[config.mk]
export PLATFORM = sky130hd
export DESIGN_NAME = hms_counter_param
export DESIGN_NICKNAME = d
export VERILOG_FILES = /design/src/rtl/hms_counter_param.sv
export SDC_FILE = /design/constraint.sdc
export NUM_CORES = 1
export LEC_CHECK = 0
export ABC_AREA = 0
export CELL_PAD_IN_SITES_DETAIL_PLACEMENT = 0
export CELL_PAD_IN_SITES_GLOBAL_PLACEMENT = 2
export CORE_MARGIN = 1
export CORE_UTILIZATION = 29
export CTS_CLUSTER_SIZE = 8
export DETAILED_ROUTE_END_ITERATION = 16
export PLACE_DENSITY = 0.82
export REMOVE_ABC_BUFFERS = 1
export SYNTH_ARGS = -nofsm -noshare
export SYNTH_HDL_FRONTEND = slang
export SYNTH_SLANG_ARGS = --single-unit
[constraint.sdc]
create_clock -name CLK100MHZ -period 3.5 [get_ports CLK100MHZ]
set_clock_uncertainty 0.2 [all_clocks]
set_input_delay 0.7 -clock CLK100MHZ [delete_from_list [all_inputs] [get_ports CLK100MHZ]]
set_output_delay 0.7 -clock CLK100MHZ [all_outputs]
set_load 0.1 [all_outputs]
[src/rtl/hms_counter_param.sv]
// Hours/minutes/seconds time-of-day counter with a programmable one-second prescaler,
// validated load/ack/err protocol, 12/24-hour display and alarm-match pulse.
module hms_counter_param #(
    parameter int unsigned CLK_DIV = 100_000_000,
    parameter int unsigned W       = 8
) (
    input  logic         CLK100MHZ,
    input  logic         reset,
    input  logic         enable,
    input  logic         load,
    input  logic [W-1:0] newHours,
    input  logic [W-1:0] newMinutes,
    input  logic [W-1:0] newSeconds,
    input  logic         mode_12h,
    input  logic         alarm_en,
    input  logic [W-1:0] alarm_hours,
    input  logic [W-1:0] alarm_minutes,
    input  logic [W-1:0] alarm_seconds,
    output logic [W-1:0] hours,
    output logic [W-1:0] minutes,
    output logic [W-1:0] seconds,
    output logic         pm,
    output logic         tick,
    output logic         load_ack,
    output logic         load_err,
    output logic         alarm
);

    localparam int unsigned PW = (CLK_DIV > 1) ? $clog2(CLK_DIV) : 1;
    localparam logic [PW-1:0] PRE_MAX = PW'(CLK_DIV - 1);

    logic [PW-1:0] r_pre;
    logic [4:0]    r_h;
    logic [5:0]    r_m;
    logic [5:0]    r_s;
    logic          r_tick;
    logic          r_ack;
    logic          r_err;
    logic          r_alarm;

    logic          w_tick_evt;
    logic          w_load_ok;
    logic          w_s_wrap;
    logic          w_m_wrap;
    logic [4:0]    w_h_nxt;
    logic [5:0]    w_m_nxt;
    logic [5:0]    w_s_nxt;
    logic          w_alarm_hit;
    logic [4:0]    w_h_mod;

    assign w_tick_evt = enable && (r_pre == PRE_MAX);
    assign w_load_ok  = (newHours < W'(24)) && (newMinutes < W'(60)) && (newSeconds < W'(60));

    // Time one second after the current one, with cascaded carries.
    always_comb begin
        w_s_wrap = (r_s == 6'd59);
        w_m_wrap = (r_m == 6'd59);
        w_s_nxt  = w_s_wrap ? 6'd0 : r_s + 6'd1;
        w_m_nxt  = r_m;
        w_h_nxt  = r_h;
        if (w_s_wrap) begin
            w_m_nxt = w_m_wrap ? 6'd0 : r_m + 6'd1;
            if (w_m_wrap) begin
                w_h_nxt = (r_h == 5'd23) ? 5'd0 : r_h + 5'd1;
            end
        end
    end

    // Full-width compare, so out-of-range alarm fields can never match.
    assign w_alarm_hit = alarm_en
                      && (alarm_hours   == W'(w_h_nxt))
                      && (alarm_minutes == W'(w_m_nxt))
                      && (alarm_seconds == W'(w_s_nxt));

    always_ff @(posedge CLK100MHZ or negedge reset) begin
        if (!reset) begin
            r_pre   <= '0;
            r_h     <= 5'd0;
            r_m     <= 6'd0;
            r_s     <= 6'd0;
            r_tick  <= 1'b0;
            r_ack   <= 1'b0;
            r_err   <= 1'b0;
            r_alarm <= 1'b0;
        end else begin
            r_tick  <= 1'b0;
            r_ack   <= 1'b0;
            r_err   <= 1'b0;
            r_alarm <= 1'b0;
            // A load in the same cycle as a tick event wins; the tick is discarded.
            if (load) begin
                if (w_load_ok) begin
                    r_h   <= newHours[4:0];
                    r_m   <= newMinutes[5:0];
                    r_s   <= newSeconds[5:0];
                    r_pre <= '0;
                    r_ack <= 1'b1;
                end else begin
                    r_err <= 1'b1;
                end
            end else if (enable) begin
                r_pre <= w_tick_evt ? '0 : r_pre + PW'(1);
                if (w_tick_evt) begin
                    r_h     <= w_h_nxt;
                    r_m     <= w_m_nxt;
                    r_s     <= w_s_nxt;
                    r_tick  <= 1'b1;
                    r_alarm <= w_alarm_hit;
                end
            end
        end
    end

    // Display formatting follows mode_12h without a register stage.
    always_comb begin
        w_h_mod = (r_h >= 5'd12) ? r_h - 5'd12 : r_h;
        hours   = W'(r_h);
        if (mode_12h) begin
            hours = (w_h_mod == 5'd0) ? W'(12) : W'(w_h_mod);
        end
    end

    assign pm       = (r_h >= 5'd12);
    assign minutes  = W'(r_m);
    assign seconds  = W'(r_s);
    assign tick     = r_tick;
    assign load_ack = r_ack;
    assign load_err = r_err;
    assign alarm    = r_alarm;

endmodule

# Word-level counts from Yosys, hierarchy flattened

Cells that the tools add are included.

Add/subtract/negate cells: 5
$lt $le $gt $ge: 4
Eq/ne operators: 8
Muxes and demuxes: 35
Reduce and logical (&&, ||, !) cells: 11

Operators with widths:

| kind                  | count |
|---|---|
| $mux 27               | 4 |
| $mux 6                | 11 |
| $mux 5                | 10 |
| $add 27x1->27 const B | 1 |
| $eq 27x27->1 const B  | 1 |
| $eq 8x6->1            | 2 |
| $lt 8x6->1 const B    | 2 |
| $add 6x1->6 const B   | 2 |
| $eq 6x6->1 const B    | 2 |
| $mux 1                | 10 |
| $eq 8x5->1            | 1 |
| $lt 8x5->1 const B    | 1 |
| $logic_and 1x1->1     | 6 |
| $add 5x1->5 const B   | 1 |
| $eq 5x5->1 const B    | 1 |
| $ge 5x4->1 const B    | 1 |
| $logic_not 5->1       | 1 |
| $sub 5x4->5 const B   | 1 |
| $reduce_bool 2->1     | 2 |
| $reduce_and 3->1      | 1 |
| $ne 2x1->1 const B    | 1 |
| $reduce_and 2->1      | 1 |

Bits in registers: 48
Input bits: 54
Output and inout bits: 29
Word-level logic and storage cells: 71

# Depth between registers and ports, before layout

Word-level depth: 11
Mapped depth: 10

# Least setup slack after synthesis

Ideal clock, no wire load.

Path kind: flip-flop to output port
Start point: register r_h[0]
End point: output hours[2]
Arrival time: 3.187 ns
Required time: 2.600 ns
Path slack: -0.587 ns
Cell stages (with the launch flop): 6
Path buffers: 0
Cells stage by stage: dfrtp_1 > inv_1 > ha_1 > a21oi_1 > a21oi_1 > o21ai_0

Longest elaborated chain between the ends: 5

RTL lines:

| element                                   | RTL line | text |
|---|---|---|
| start, declared                           | 33       | `logic [4:0] r_h;` |
| start signal, assigned                    | 93       | `r_h <= newHours[4:0];` |
| start signal, assigned                    | 104      | `r_h <= w_h_nxt;` |
| $sub 5x4->5 or $ge 5x4->1 (tied branches) | 116      | `w_h_mod = (r_h >= 5'd12) ? r_h - 5'd12 : r_h;` |
| $mux 5 (*)                                | 116      |  |
| $logic_not 5->1                           | 119      | `hours = (w_h_mod == 5'd0) ? W'(12) : W'(w_h_mod);` |
| $mux 5 (*)                                | 119      |  |
| $mux 5 (*)                                | 118      | `if (mode_12h) begin` |
| end, declared                             | 19       | `output logic [W-1:0] hours,` |

Mark *: on every way between the ends. The rest lies on a longest branch, timed or not.

# Worst setup path in the final report

Start point: register r_h[3]
End point: output hours[3]

Longest elaborated chain between the ends: 5

RTL lines:

| element                                   | RTL line |
|---|---|
| $sub 5x4->5 or $ge 5x4->1 (tied branches) | 116 |
| $mux 5                                    | 116 |
| $logic_not 5->1                           | 119 |
| $mux 5                                    | 119 |
| $mux 5 (*)                                | 118 |

Marks and branches as above.

==> flow_metrics.env <==
export IMPL_peakVddDrop_mv=0.1972
export IMPL_core_area_um2=11660
export IMPL_rsz0062_at_grt="no"
export IMPL_r2r_cells=8
export IMPL_drtIter0Drc=151
export IMPL_r2r_end="alarm"
export IMPL_clockBufferDepth=2
export IMPL_setup_tns_ns=0
export IMPL_post_route_drc_count=0
export IMPL_first_pass_iters=4
export IMPL_period_share_pct=90.00
export IMPL_dieArea_um2=12630
export IMPL_status="completed"
export IMPL_cts_hold_buf=0
export IMPL_synth_edf_count=0
export IMPL_powerDensity_nw_per_um2=324.1
export IMPL_fin_area_um2=4618
export IMPL_synth_area_um2=3535
export IMPL_htreeDepth=2
export IMPL_drive_gt1_share_pct=11.28
export IMPL_hp_start="r_pre[7]"
export IMPL_r2r_slack_ns=0.46
export IMPL_critPathBufInv=2
export IMPL_antenna_found_initial=0
export IMPL_path_cells="inv_1, ha_1, a31oi_1, o22ai_1, nand2_1, nand2_1, a21oi_1, a21oi_1, buf_12"
export IMPL_hold_path_endpoint="r_pre[7]"
export IMPL_yosysTopAreaCell="dfrtp_1"
export IMPL_gp_congestion=0.8332
export IMPL_numCtsBuffers=5
export IMPL_via_per_inst=5.368
export IMPL_fp_row_count=39
export IMPL_finalCoreUtilization_pct=39.60
export IMPL_cp_arrival_ns=2.25
export IMPL_grt_use_total_pct=17.99
export IMPL_clkLatencyLatePin_ns=0.29
export IMPL_hold_path_depth=1
export IMPL_postSynthAreaPerCell_um2=7.872
export IMPL_clkSinkCount=48
export IMPL_grt_overflow=0
export IMPL_io_pins=83
export IMPL_worstMarginPinSlew_ns=0.7772
export IMPL_crit_type="flop to primary output"
export IMPL_routed_wl_mm=11.18
export IMPL_dp_cells=658
export IMPL_cts_resized_gates=0
export IMPL_wl_per_cell_um=16.78
export IMPL_hold_class="flop to flop"
export IMPL_synth_top_cell_area_share_pct=33.98
export IMPL_vias=3575
export IMPL_synth_warnings=0
export IMPL_synthTopCellsByArea="dfrtp_1, o21ai_0, nand2_1"
export IMPL_min_period_ns=3.150
export IMPL_r2r_start="r_s[0]"
export IMPL_start_util_pct=30.31
export IMPL_grt_max_degree=49
export IMPL_fmax_ghz=0.3175
export IMPL_fp_dieW_um=112.4
export IMPL_hold_slack_ns=0.3037
export IMPL_leakagePower_uw=0.001870
export IMPL_postCtsSetupBuffers=0
export IMPL_layout_common_cells="o21ai_0, clkdlybuf4s50_1, dfrtp_1"
export IMPL_worstSetupStartpointType="flop"
export IMPL_yosysUniqueCellTypes=58
export IMPL_layout_nets=583
export IMPL_critPathMaxStageDelay_ns=0.51
export IMPL_slew_viol_final=0
export IMPL_ant_nets=0
export IMPL_worst_ep_required_time_ns=2.60
export IMPL_grt_pass1_wl_mm=18.27
export IMPL_yosysSeqAreaShare_pct=33.98
export IMPL_path_max_fanout=9
export IMPL_fin_cells=666
export IMPL_synthFlopType="dfrtp_1"
export IMPL_grt_pass1_vias=3514
export IMPL_end_kind="primary output"
export IMPL_dpl_hpwl_mm=8.462
export IMPL_crit_family="compound AO/OA/AOI/OAI gates"
export IMPL_root_buffer="clkbuf_16"
export IMPL_clk_pin_slew_ns=0.08
export IMPL_crit_slowest_cell="dfrtp_1"
export IMPL_die_h_um=112.4
export IMPL_area_growth_pct=30.65
export IMPL_setup_viol=0
export IMPL_max_slew_margin_pct=47.78
export IMPL_max_cap_violations=0
export IMPL_synthArstFlopShare_pct=100.0
export IMPL_port_buffers=75
export IMPL_ys_ff_latch=48
export IMPL_antenna_cells=0
export IMPL_layout_commonest_cell="o21ai_0"
export IMPL_hold_violations=0
export IMPL_netlist_instances=449
export IMPL_tritoncts="built"
export IMPL_dpl_instance_area_um2=4467
==> worst max path at each step <==
stage | cells after the start | slack [ns] | startpoint | to
2_1_floorplan | 4 | -0.61 | r_h[2] | hours[2]
3_3_place_gp | 6 | 0.41 | enable | r_pre[1]
3_5_place_dp | 6 | 0.44 | enable | r_pre[1]
4_1_cts | 9 | 0.36 | r_h[3] | hours[3]
5_1_grt | 9 | 0.17 | r_h[3] | hours[3]
6_report | 9 | 0.35 | r_h[3] | hours[3]
==> cells by family (layout without fill, tap and decap cells) <==
| kind of cell | Yosys count | count (layout) | synth area share, % |
|---|---|---|---|
| and+or+nand+nor | 189 | 189 | 28.28 |
| AOI/OAI and AO/OA | 141 | 141 | 24.32 |
| DFF | 48 | 48 | 33.98 |
| buffers and inverters | 42 | 110 | 5.416 |
| xor gates and xnor gates | 16 | 16 | 3.964 |
| adders and majority gates | 7 | 7 | 2.478 |
| muxes | 5 | 5 | 1.451 |
| other | 1 | 7 | 0.1061 |
==> power breakdown <==
| part | switching [uW] | internal [uW] | total, uW |
|---|---|---|---|
| logic | 237 | 137 | 374 |
| clock network | 235 | 272 | 507 |
| registers | 36.2 | 579 | 616 |
==> cells in the mapped netlist, types with 10 or more instances <==
library cell and n:
o21ai_0 66, dfrtp_1 48, nand2_1 45, nor2_1 41, a21oi_1 24, nor3_1 20, clkbuf_1 16, nand3_1 16
inv_1 12, nand4_1 12, o31ai_1 11, and3_1 10, xor2_1 10
==> registers in the layout, summed over array words and instances (netlist names) <==
| register | count |
|---|---|
| r_h | 5 |
| r_m | 6 |
| r_pre | 27 |
| alarm | 1 |
| tick | 1 |
| r_s | 6 |
| load_ack | 1 |
| load_err | 1 |
==> layer usage <==
layer  up-vias  GRT usage (%)  share of wire (%)
li1       1784              -                  -
met1      1693          23.97                 46
met4         0          3.822               0.96
met5         -              0                  0
met3        10          2.214                3.8
met2        88          31.30                 49
==> through the flow <==
step | worst slack, ns | total power [uW]
after floorplan | -0.6084 | 839.8
after CTS | 0.3577 | 1511
after detailed placement | 0.4363 | 1002
after global routing | 0.1745 | 1565
final | 0.3501 | 1497
after global placement | 0.4098 | 999.4
==> layout make-up <==
cell class,instances,area (um2)
multi-input cells,365,2176
flip-flops and latches,48,1201
well taps,143,178.9
fillers,1191,7044
inverters,12,45.04
clock buffers,5,125.1
repair buffers,90,865.8
clock inverters,3,26.28
(Power assumes the default switching activity.)
